===== config.mk =====
export PLATFORM = sky130hd
export DESIGN_NAME = timer_scheduler_flat
export DESIGN_NICKNAME = d
export VERILOG_FILES = /design/src/rtl/timer_sched_pkg.sv /design/src/rtl/timer_scheduler_if.sv /design/src/rtl/tick_prescaler.sv /design/src/rtl/timer_scheduler.sv /design/src/flat_wrapper.sv
export SDC_FILE = /design/constraint.sdc
export NUM_CORES = 1
export LEC_CHECK = 0
export ABC_CLOCK_PERIOD_IN_PS = 6670
export BUFFER_PORTS_ARGS = -buffer_cell sky130_fd_sc_hd__clkbuf_2
export CORE_MARGIN = 3
export CORE_UTILIZATION = 52
export DETAILED_ROUTE_END_ITERATION = 7
export PLACE_DENSITY = 0.79
export SLEW_MARGIN = 0
export SYNTH_ARGS = -nofsm -noshare
export SYNTH_HDL_FRONTEND = slang
export SYNTH_SLANG_ARGS = --single-unit

===== constraint.sdc =====
create_clock -name clk -period 6.67 [get_ports clk]
set_input_delay 1.334 -clock clk [delete_from_list [all_inputs] [get_ports clk]]
set_output_delay 1.334 -clock clk [all_outputs]
set_load 0.02 [all_outputs]

===== src/rtl/timer_sched_pkg.sv =====
// Shared types and default sizing for the timer scheduler.
package timer_sched_pkg;

  typedef enum logic {
    CH_IDLE = 1'b0,
    CH_RUN  = 1'b1
  } ch_state_e;

  localparam int DEF_NUM_CH   = 4;
  localparam int DEF_PRESCALE = 10;
  localparam int DEF_CNT_W    = 16;

endpackage


===== src/rtl/timer_scheduler_if.sv =====
// Configuration, control strobes and expiry event handshake of the timer scheduler.
interface timer_scheduler_if
  import timer_sched_pkg::*;
#(
  parameter int NUM_CH = DEF_NUM_CH,
  parameter int CNT_W  = DEF_CNT_W
);
  localparam int ID_W = $clog2(NUM_CH);

  logic              cfg_we;
  logic [ID_W-1:0]   cfg_ch;
  logic [CNT_W-1:0]  cfg_reload;
  logic              cfg_periodic;
  logic [NUM_CH-1:0] start;
  logic [NUM_CH-1:0] stop;
  logic              evt_valid;
  logic              evt_ready;
  logic [ID_W-1:0]   evt_id;
  logic              evt_overrun;

  // Host side: configures channels and consumes events.
  modport master (
    output cfg_we, cfg_ch, cfg_reload, cfg_periodic, start, stop, evt_ready,
    input  evt_valid, evt_id, evt_overrun
  );

  // Scheduler side.
  modport slave (
    input  cfg_we, cfg_ch, cfg_reload, cfg_periodic, start, stop, evt_ready,
    output evt_valid, evt_id, evt_overrun
  );

endinterface


===== src/rtl/tick_prescaler.sv =====
// Free-running prescaler producing a one-cycle timebase tick every PRESCALE clocks.
module tick_prescaler
  import timer_sched_pkg::*;
#(
  parameter int PRESCALE = DEF_PRESCALE
) (
  input  logic clk,
  input  logic reset,
  output logic tick
);
  localparam int            CW   = (PRESCALE > 1) ? $clog2(PRESCALE) : 1;
  localparam logic [CW-1:0] LAST = CW'(PRESCALE - 1);

  logic [CW-1:0] cnt_q;
  logic [CW-1:0] cnt_d;

  // Next count wraps to zero after the last phase.
  always_comb cnt_d = (cnt_q == LAST) ? '0 : cnt_q + 1'b1;

  // Counter and registered tick, aligned so tick is high while cnt_q == LAST.
  // NOTE: sequential state uses non-blocking assignments so every flop samples pre-edge values.
  always_ff @(posedge clk or negedge reset) begin
    if (!reset) begin
      cnt_q <= '0;
      tick  <= 1'b0;
    end else begin
      cnt_q <= cnt_d;
      tick  <= (cnt_d == LAST);
    end
  end

endmodule


===== src/rtl/timer_scheduler.sv =====
// Multi-channel down-counting timers with a round-robin expiry event queue.
module timer_scheduler
  import timer_sched_pkg::*;
#(
  parameter int NUM_CH   = DEF_NUM_CH,
  parameter int PRESCALE = DEF_PRESCALE,
  parameter int CNT_W    = DEF_CNT_W
) (
  input  logic               clk,
  input  logic               reset,
  timer_scheduler_if.slave   bus,
  output logic [NUM_CH-1:0]  active,
  output logic               tick
);
  localparam int ID_W = $clog2(NUM_CH);

  ch_state_e         state_q  [NUM_CH];
  ch_state_e         state_d  [NUM_CH];
  logic [CNT_W-1:0]  count_q  [NUM_CH];
  logic [CNT_W-1:0]  count_d  [NUM_CH];
  logic [CNT_W-1:0]  reload_q [NUM_CH];
  logic [NUM_CH-1:0] periodic_q;
  logic [NUM_CH-1:0] pending_q, pending_d;
  logic [NUM_CH-1:0] overrun_q, overrun_d;
  logic [NUM_CH-1:0] expire;
  logic [NUM_CH-1:0] hs_clr;
  logic [NUM_CH-1:0] avail;
  logic              hs;
  logic [ID_W-1:0]   ptr_q, ptr_sel, next_ptr, sel_id, rr_idx;
  logic              sel_found;

  tick_prescaler #(.PRESCALE(PRESCALE)) u_prescaler (
    .clk   (clk),
    .reset (reset),
    .tick  (tick)
  );

  assign hs       = bus.evt_valid & bus.evt_ready;
  assign next_ptr = (bus.evt_id == ID_W'(NUM_CH - 1)) ? '0 : bus.evt_id + 1'b1;

  // Reload/mode registers written by the configuration port.
  // NOTE: the reload array is reset like ordinary flops so a start before any configuration loads a known 0.
  always_ff @(posedge clk or negedge reset) begin
    if (!reset) begin
      for (int i = 0; i < NUM_CH; i++) reload_q[i] <= '0;
      periodic_q <= '0;
    end else if (bus.cfg_we) begin
      reload_q[bus.cfg_ch]   <= bus.cfg_reload;
      periodic_q[bus.cfg_ch] <= bus.cfg_periodic;
    end
  end

  // Channel next state: stop beats start, start beats a coinciding expiry.
  // NOTE: every output of this block is defaulted first so no path leaves a latch.
  always_comb begin
    for (int i = 0; i < NUM_CH; i++) begin
      state_d[i] = state_q[i];
      count_d[i] = count_q[i];
      expire[i]  = 1'b0;
      if (bus.stop[i]) begin
        state_d[i] = CH_IDLE;
      end else if (bus.start[i]) begin
        state_d[i] = CH_RUN;
        count_d[i] = reload_q[i];
      end else if (state_q[i] == CH_RUN && tick) begin
        if (count_q[i] != '0) begin
          count_d[i] = count_q[i] - 1'b1;
        end else begin
          expire[i] = 1'b1;
          if (periodic_q[i]) count_d[i] = reload_q[i];
          else               state_d[i] = CH_IDLE;
        end
      end
    end
  end

  // Channel state and count registers.
  always_ff @(posedge clk or negedge reset) begin
    if (!reset) begin
      for (int i = 0; i < NUM_CH; i++) begin
        state_q[i] <= CH_IDLE;
        count_q[i] <= '0;
      end
    end else begin
      for (int i = 0; i < NUM_CH; i++) begin
        state_q[i] <= state_d[i];
        count_q[i] <= count_d[i];
      end
    end
  end

  // Channel outputs.
  always_comb begin
    for (int i = 0; i < NUM_CH; i++) active[i] = (state_q[i] == CH_RUN);
  end

  // Pending/overrun update: a new expiry wins over the handshake clear of the same channel.
  always_comb begin
    for (int i = 0; i < NUM_CH; i++) begin
      hs_clr[i]    = hs && (bus.evt_id == ID_W'(i));
      pending_d[i] = expire[i] | (pending_q[i] & ~hs_clr[i]);
      overrun_d[i] = ~hs_clr[i] & (overrun_q[i] | (expire[i] & pending_q[i]));
    end
  end

  // Round-robin pick of the first pending channel at or after the pointer.
  always_comb begin
    ptr_sel   = hs ? next_ptr : ptr_q;
    avail     = pending_q & ~hs_clr;
    sel_found = 1'b0;
    sel_id    = '0;
    rr_idx    = '0;
    for (int k = 0; k < NUM_CH; k++) begin
      rr_idx = ID_W'((int'(ptr_sel) + k) % NUM_CH);
      if (!sel_found && avail[rr_idx]) begin
        sel_found = 1'b1;
        sel_id    = rr_idx;
      end
    end
  end

  // Pending flags, pointer and the registered event presentation stage.
  always_ff @(posedge clk or negedge reset) begin
    if (!reset) begin
      pending_q       <= '0;
      overrun_q       <= '0;
      ptr_q           <= '0;
      bus.evt_valid   <= 1'b0;
      bus.evt_id      <= '0;
      bus.evt_overrun <= 1'b0;
    end else begin
      pending_q <= pending_d;
      overrun_q <= overrun_d;
      if (hs) ptr_q <= next_ptr;
      if (!bus.evt_valid || hs) begin
        bus.evt_valid   <= sel_found;
        bus.evt_id      <= sel_id;
        bus.evt_overrun <= sel_found & overrun_q[sel_id];
      end
    end
  end

endmodule


===== src/flat_wrapper.sv =====
// flat-port wrapper written by rule: the top's interface ports become plain ports
module timer_scheduler_flat import timer_sched_pkg::*;
#(
  parameter int NUM_CH   = DEF_NUM_CH,
  parameter int PRESCALE = DEF_PRESCALE,
  parameter int CNT_W    = DEF_CNT_W
)
  (clk, reset, active, tick, bus_cfg_we, bus_cfg_ch, bus_cfg_reload, bus_cfg_periodic, bus_start, bus_stop, bus_evt_ready, bus_evt_valid, bus_evt_id, bus_evt_overrun);
  timer_scheduler_if #(.NUM_CH(NUM_CH), .CNT_W(CNT_W)) bus_i ();
  input  logic clk;
  input  logic reset;
  output logic [NUM_CH-1:0] active;
  output logic tick;
  input wire logic [$bits(bus_i.cfg_we)-1:0] bus_cfg_we;
  input wire logic [$bits(bus_i.cfg_ch)-1:0] bus_cfg_ch;
  input wire logic [$bits(bus_i.cfg_reload)-1:0] bus_cfg_reload;
  input wire logic [$bits(bus_i.cfg_periodic)-1:0] bus_cfg_periodic;
  input wire logic [$bits(bus_i.start)-1:0] bus_start;
  input wire logic [$bits(bus_i.stop)-1:0] bus_stop;
  input wire logic [$bits(bus_i.evt_ready)-1:0] bus_evt_ready;
  output wire logic [$bits(bus_i.evt_valid)-1:0] bus_evt_valid;
  output wire logic [$bits(bus_i.evt_id)-1:0] bus_evt_id;
  output wire logic [$bits(bus_i.evt_overrun)-1:0] bus_evt_overrun;
  assign bus_i.cfg_we = bus_cfg_we;
  assign bus_i.cfg_ch = bus_cfg_ch;
  assign bus_i.cfg_reload = bus_cfg_reload;
  assign bus_i.cfg_periodic = bus_cfg_periodic;
  assign bus_i.start = bus_start;
  assign bus_i.stop = bus_stop;
  assign bus_i.evt_ready = bus_evt_ready;
  assign bus_evt_valid = bus_i.evt_valid;
  assign bus_evt_id = bus_i.evt_id;
  assign bus_evt_overrun = bus_i.evt_overrun;
  timer_scheduler #(.NUM_CH(NUM_CH), .PRESCALE(PRESCALE), .CNT_W(CNT_W)) u_core (.clk(clk), .reset(reset), .bus(bus_i), .active(active), .tick(tick));
endmodule

==> After elaboration in Yosys (flattened, before gate mapping) <==
Cells that the tools add are included.
{ "totals": {"reg_bits": 155, "latchBits": 0, "mem_bits_rw": 0, "out_inout_bits": 9, "elab_cells": 207, "memories": 0, "romBits": 0, "input_bits": 31} }
{ "op_classes": {"add_sub_neg": 9, "multipliers": 0, "order_cmp": 9, "n_reduce_logical": 43, "bitwise": 33, "n_eq_ne": 13, "n_shift": 0, "mux": 79, "div_mod_pow": 0} }
{ "ops": {"columns": ["operator", "n"], "rows": [
  ["$mux W16", 17],
  ["$bwmux W64", 1],
  ["$reduce_bool A16 Y1", 4],
  ["$sub A16 B1 Y16 const B", 4],
  ["$mux W1", 46],
  ["$demux W16 S2", 1],
  ["$ne A3 B3 Y1 const B", 8],
  ["$reduce_and A3 Y1", 8],
  ["$reduce_bool A3 Y1", 8],
  ["$lt A2 B3 Y1 const B", 6],
  ["$and A1 B1 Y1", 14],
  ["$logic_and A1 B1 Y1", 13],
  ["$mux W2", 6],
  ["$bmux W1 S2", 5],
  ["$eq A4 B4 Y1 const B", 2],
  ["$not A1 Y1", 8],
  ["$or A1 B1 Y1", 8],
  ["$reduce_bool A2 Y1", 4],
  ["$add A2 B1 Y2 const B", 2],
  ["$add A2 B2 Y2 const B", 2],
  ["$add A4 B1 Y4 const B", 1],
  ["$and A4 B4 Y4", 1],
  ["$bwmux W4", 1],
  ["$eq A2 B2 Y1 const B", 2],
  ["11 further kinds", 14]
]} }

==> Longest topological paths before layout <==
{ "logic_depth": {"word_depth": 19, "mapped_depth": 9, "depth_no_buf": 9} }

==> By module <==
A second synthesis with hierarchy kept.
{ "hier_totals": {"cells_unflattened": 770, "area_unflattened_um2": 7716.2} }
{ "by_module_without_submodules": {"columns": ["mod", "area_each_um2", "cells_per_inst", "n_inst", "seq_area_each_um2"], "rows": [
  ["timer_scheduler", 7518.5, 754, 1, 3753.6],
  ["tick_prescaler", 197.7, 16, 1, 125.1]
]} }

==> Worst setup path after synthesis <==
Ideal clock, no wire load.
{ "synth_path": {"kind": "input port to flip-flop", "from": "input bus_evt_ready", "to": "register u_core.bus.evt_overrun", "stages": 7, "arrival_ps": 2798, "setup_slack_ps": 3746, "path_buffers": 1, "setup_time_ps": 126, "required_time_ps": 6544, "path_cell_list": "buf_2 and3_1 o211ai_1 a21oi_1 nor3_1 mux2_2 a221o_1"} }
{ "synth_between": {"elab_chain_len": 19} }
{ "synth_lines": {"columns": ["item", "line", "rtl"], "rows": [
  ["start: declaration", "flat_wrapper.sv:20", "input wire logic [$bits(bus_i.evt_ready)-1:0] bus_evt_ready;"],
  ["$and A1 B1 Y1 *", "timer_scheduler.sv:38", "assign hs = bus.evt_valid & bus.evt_ready;"],
  ["parallel branches: the longest is 18 deep, another holds $add A2 B1 Y2", null, null],
  ["end signal: assignment", "timer_scheduler.sv:138", "bus.evt_overrun <= sel_found & overrun_q[sel_id];"],
  ["end: declaration", "timer_scheduler_if.sv:30", "output evt_valid, evt_id, evt_overrun"]
]} }
Every way passes the cells marked *. The select of a mux whose other input is x is not followed.
A chain may end at the register's enable or synchronous reset.

==> Worst setup path after layout <==
{ "layout_path": {"from": "register u_core.count_q[38] in the netlist's numbering", "to": "register u_core.count_q[43] in the netlist's numbering"} }
{ "layout_between": {"elab_chain_len": 4} }
{ "layout_lines": {"columns": ["item", "line", "rtl"], "rows": [
  ["start: declaration", "timer_scheduler.sv:19", "logic [CNT_W-1:0] count_q [NUM_CH];"],
  ["start signal: indexed assignment", "timer_scheduler.sv:87", "count_q[i] <= count_d[i];"],
  ["$sub A16 B1 Y16 or $reduce_bool A16 Y1 (tied branches)", "timer_scheduler.sv:67, timer_scheduler.sv:66", null],
  ["$mux W16", "timer_scheduler.sv:66", "if (count_q[i] != '0) begin"],
  ["$mux W16", "timer_scheduler.sv:65", "end else if (state_q[i] == CH_RUN && tick) begin"],
  ["$mux W16", "timer_scheduler.sv:62", "end else if (bus.start[i]) begin"]
]} }
Parallel ways exist; a longest one is shown, timed or not. The select of a mux whose other input is x is not followed.

==> flow_metrics.py <==
metrics = {
    "finish": {
        "multi_input_area_sq_mm": 0.003744,
        "layout-drive-gt1-share_pct": 20.44,
        "layout_common_cells": "dfrtp_1, a21oi_1, mux2_2",
        "final_common_cell": "dfrtp_1",
        "area_delta_synth_final_pct": 10.48,
        "ff_latch_area_sq_mm": 0.003879,
        "final_util_pct": 59.40,
        "fin_nets": 853,
        "fillers": 1245,
        "antenna_cells": 0,
    },
    "critical_path": {
        "critPathKind": "flip-flop to flip-flop",
        "cp.arrival_ps": 3150,
        "worst_ep_required_time_ps": 7020,
        "endpoint_kind": "flip-flop",
        "critPathLaunchType": "flip-flop",
        "cp_max_fo": 31,
    },
    "floorplan": {
        "core_region_area_sq_mm": 0.01470,
        "dieArea_sq_mm": 0.01671,
        "die_h_um": 129.3,
        "die_w_um": 129.3,
        "initial_core_util_pct": 53.76,
        "row_count": 44,
        "num_io_pins": 40,
    },
    "synthesis": {
        "synth_area_sq_mm": 0.007903,
        "synth_edf_count": 0,
        "yosys.area.top_type": "dfrtp_1",
        "syn_inst": 783,
        "synth_top_area_share_pct": 49.08,
        "synth-main-ff-cell": "dfrtp_1",
        "yosysSeqAreaShare_pct": 49.08,
        "synth.avg_cell_area_sq_um": 10.09,
        "syn_nets": 826,
        "async_flop_share_pct": 100.0,
        "yosys_warnings": 0,
        "synth_cell_type_count": 73,
        "synth_area_leaders": "dfrtp_1, mux2_2, a21oi_1",
        "ys_ff_latch": 155,
    },
    "global_route": {
        "grt_pass1_vias": 5833,
        "grt_pass1_wl_mm": 29.92,
        "grt_usage_pct": 22.89,
        "grt_max_degree": 98,
        "antenna_found_initial": 0,
        "grt_overflow_total": 0,
    },
    "sta": {
        "hold_viol": 0,
        "setup_viol": 0,
        "timing.final.crit_share_pct": 42.05,
        "tns_ps": 0,
        "fmax_ghz": 0.3565,
        "max_slew.worst_pin.slew_ps": 1201,
        "fin_crit_ps": 2805,
        "rsz0062_at_grt": "false",
        "slew_headroom_pct": 18.85,
        "skew_ps": 7.652,
        "maxSlewViolCount": 0,
    },
    "clock_tree": {
        "clock-sinks": 155,
        "cts-buffers-inserted": 17,
        "cts_tree": "yes",
        "clk_pin_slew_ps": 60,
        "clk_path_buf_depth": 2,
        "cts_hold_buf": 0,
        "clk_latency_ps": 430,
        "postCtsResizedCells": 0,
        "root_buffer": "clkbuf_16",
        "cts_setup_buffers": 0,
        "htree_levels": 4,
    },
    "power_and_ir_drop": {
        "p_leak_uw": 0.003704,
        "power_density_mw_per_mm2": 318.8,
        "ir_drop_uv": 196.7,
    },
    "route": {
        "drc": 0,
        "first_iter_violations": 504,
        "firstDrtPassIters": 4,
        "ant_nets": 0,
        "wirelength_mm": 18.37,
        "wire_per_inst_um": 18.26,
        "via_per_inst": 6.134,
        "vias": 6171,
    },
    "placement": {
        "hpwl_mm": 12.00,
        "finalWeightedCongestion": 0.8944,
        "io_buffers": 39,
    },
    "run": {
        "maxCapViolCount": 0,
    },
    "run_status": {
        "status": "complete, no violations",
    },
    "hold_path": {
        "hold_path_class": "flip-flop to flip-flop",
    },
}
state kept, by name, summed over array words and instances, names as in the netlist, 4 cells and up:
| name | count |
|---|---|
| u_core.count_q | 64 |
| u_core.reload_q | 64 |
| u_core.active | 4 |
| u_core.overrun_q | 4 |
| u_core.pending_q | 4 |
| u_core.periodic_q | 4 |
| u_core.u_prescaler.cnt_q | 4 |
metal layers:
metal	track usage (%)	vias to the layer above	wire length [um]
li1	-	2954	-
met1	32.36	3043	8471
met2	35.70	150	8745
met3	5.111	24	857
met4	6.671	0	291
met5	0	-	0
path summary, 6_finish.rpt:
check | from | to | slack (ps) | cells past startpoint
min | u_core.u_prescaler.cnt_q[1] | u_core.u_prescaler.tick | 480 | 1
min reg2reg | u_core.u_prescaler.cnt_q[1] | u_core.u_prescaler.tick | 480 | 1
max reg2reg | u_core.count_q[38] | u_core.count_q[43] | 3870 | 6
max in group asynchronous | reset | u_core.count_q[26] | 4390 | 2
min in group asynchronous | reset | u_core.u_prescaler.cnt_q[2] | 1000 | 1
max | u_core.count_q[38] | u_core.count_q[43] | 3870 | 6
where the power goes:
part           leakage (uW)  switching (uW)  total, uW  internal, uW
logic               0.00158             323        568           246
clock network      0.000253             385        896           511
registers           0.00187             182       1320          1140
total               0.00370             889       2780          1890
through the flow:
stage	hold WS, ps	cells	setup WS, ps	instance area, sq um	total power (uW)
2_1_floorplan	452.0	783	3746	7903	1719
3_3_place_gp	479.1	975	3540	8193	1868
3_5_place_dp	477.0	975	3504	8193	1894
4_1_cts	484.4	1006	3907	8731	2789
5_1_grt	507.7	1006	3542	8731	2935
6_report	482.2	1006	3865	8731	2784
critical path, cell delays in order, from the launching register on:
cell	delay (ps)
dfrtp_1	440
nor4_1	570
and4b_1	370
a21o_1	740
nor2_1	220
o2bb2ai_1	180
a21oi_1	190
cells by family (layout without fill, tap and decap cells):
group	after synthesis	in the layout	share of synthesized area, %
flip-flops	155	155	49.08
AND/OR/NAND/NOR	213	213	14.31
buffers and inverters	64	103	3.610
adder cells (fa/ha/maj)	12	12	1.900
XOR/XNOR	1	1	0.1108
AO/OA/AOI/OAI	265	265	20.63
multiplexers	73	73	10.35
synth_stat cells (all sizes together), types with 10 or more instances:
library cell,instances
mux2,70
a21oi,90
nand3,23
a21o,12
nand2,33
nor3,36
nor2,57
dfrtp,155
nor4,14
ha,12
inv,29
clkbuf,11
a31oi,10
buf,24
o21ai,93
area by class of cell:
class                           instances  area share (%)
Clock buffer                           21           5.044
Sequential cell                       155           44.43
Tap cell                              184           2.637
Inverter                               29           1.247
Multi-Input combinational cell        564           42.88
Clock inverter                         10           1.118
Timing Repair Buffer                   43           2.651
No activity file was read; power rests on OpenSTA's default activity.
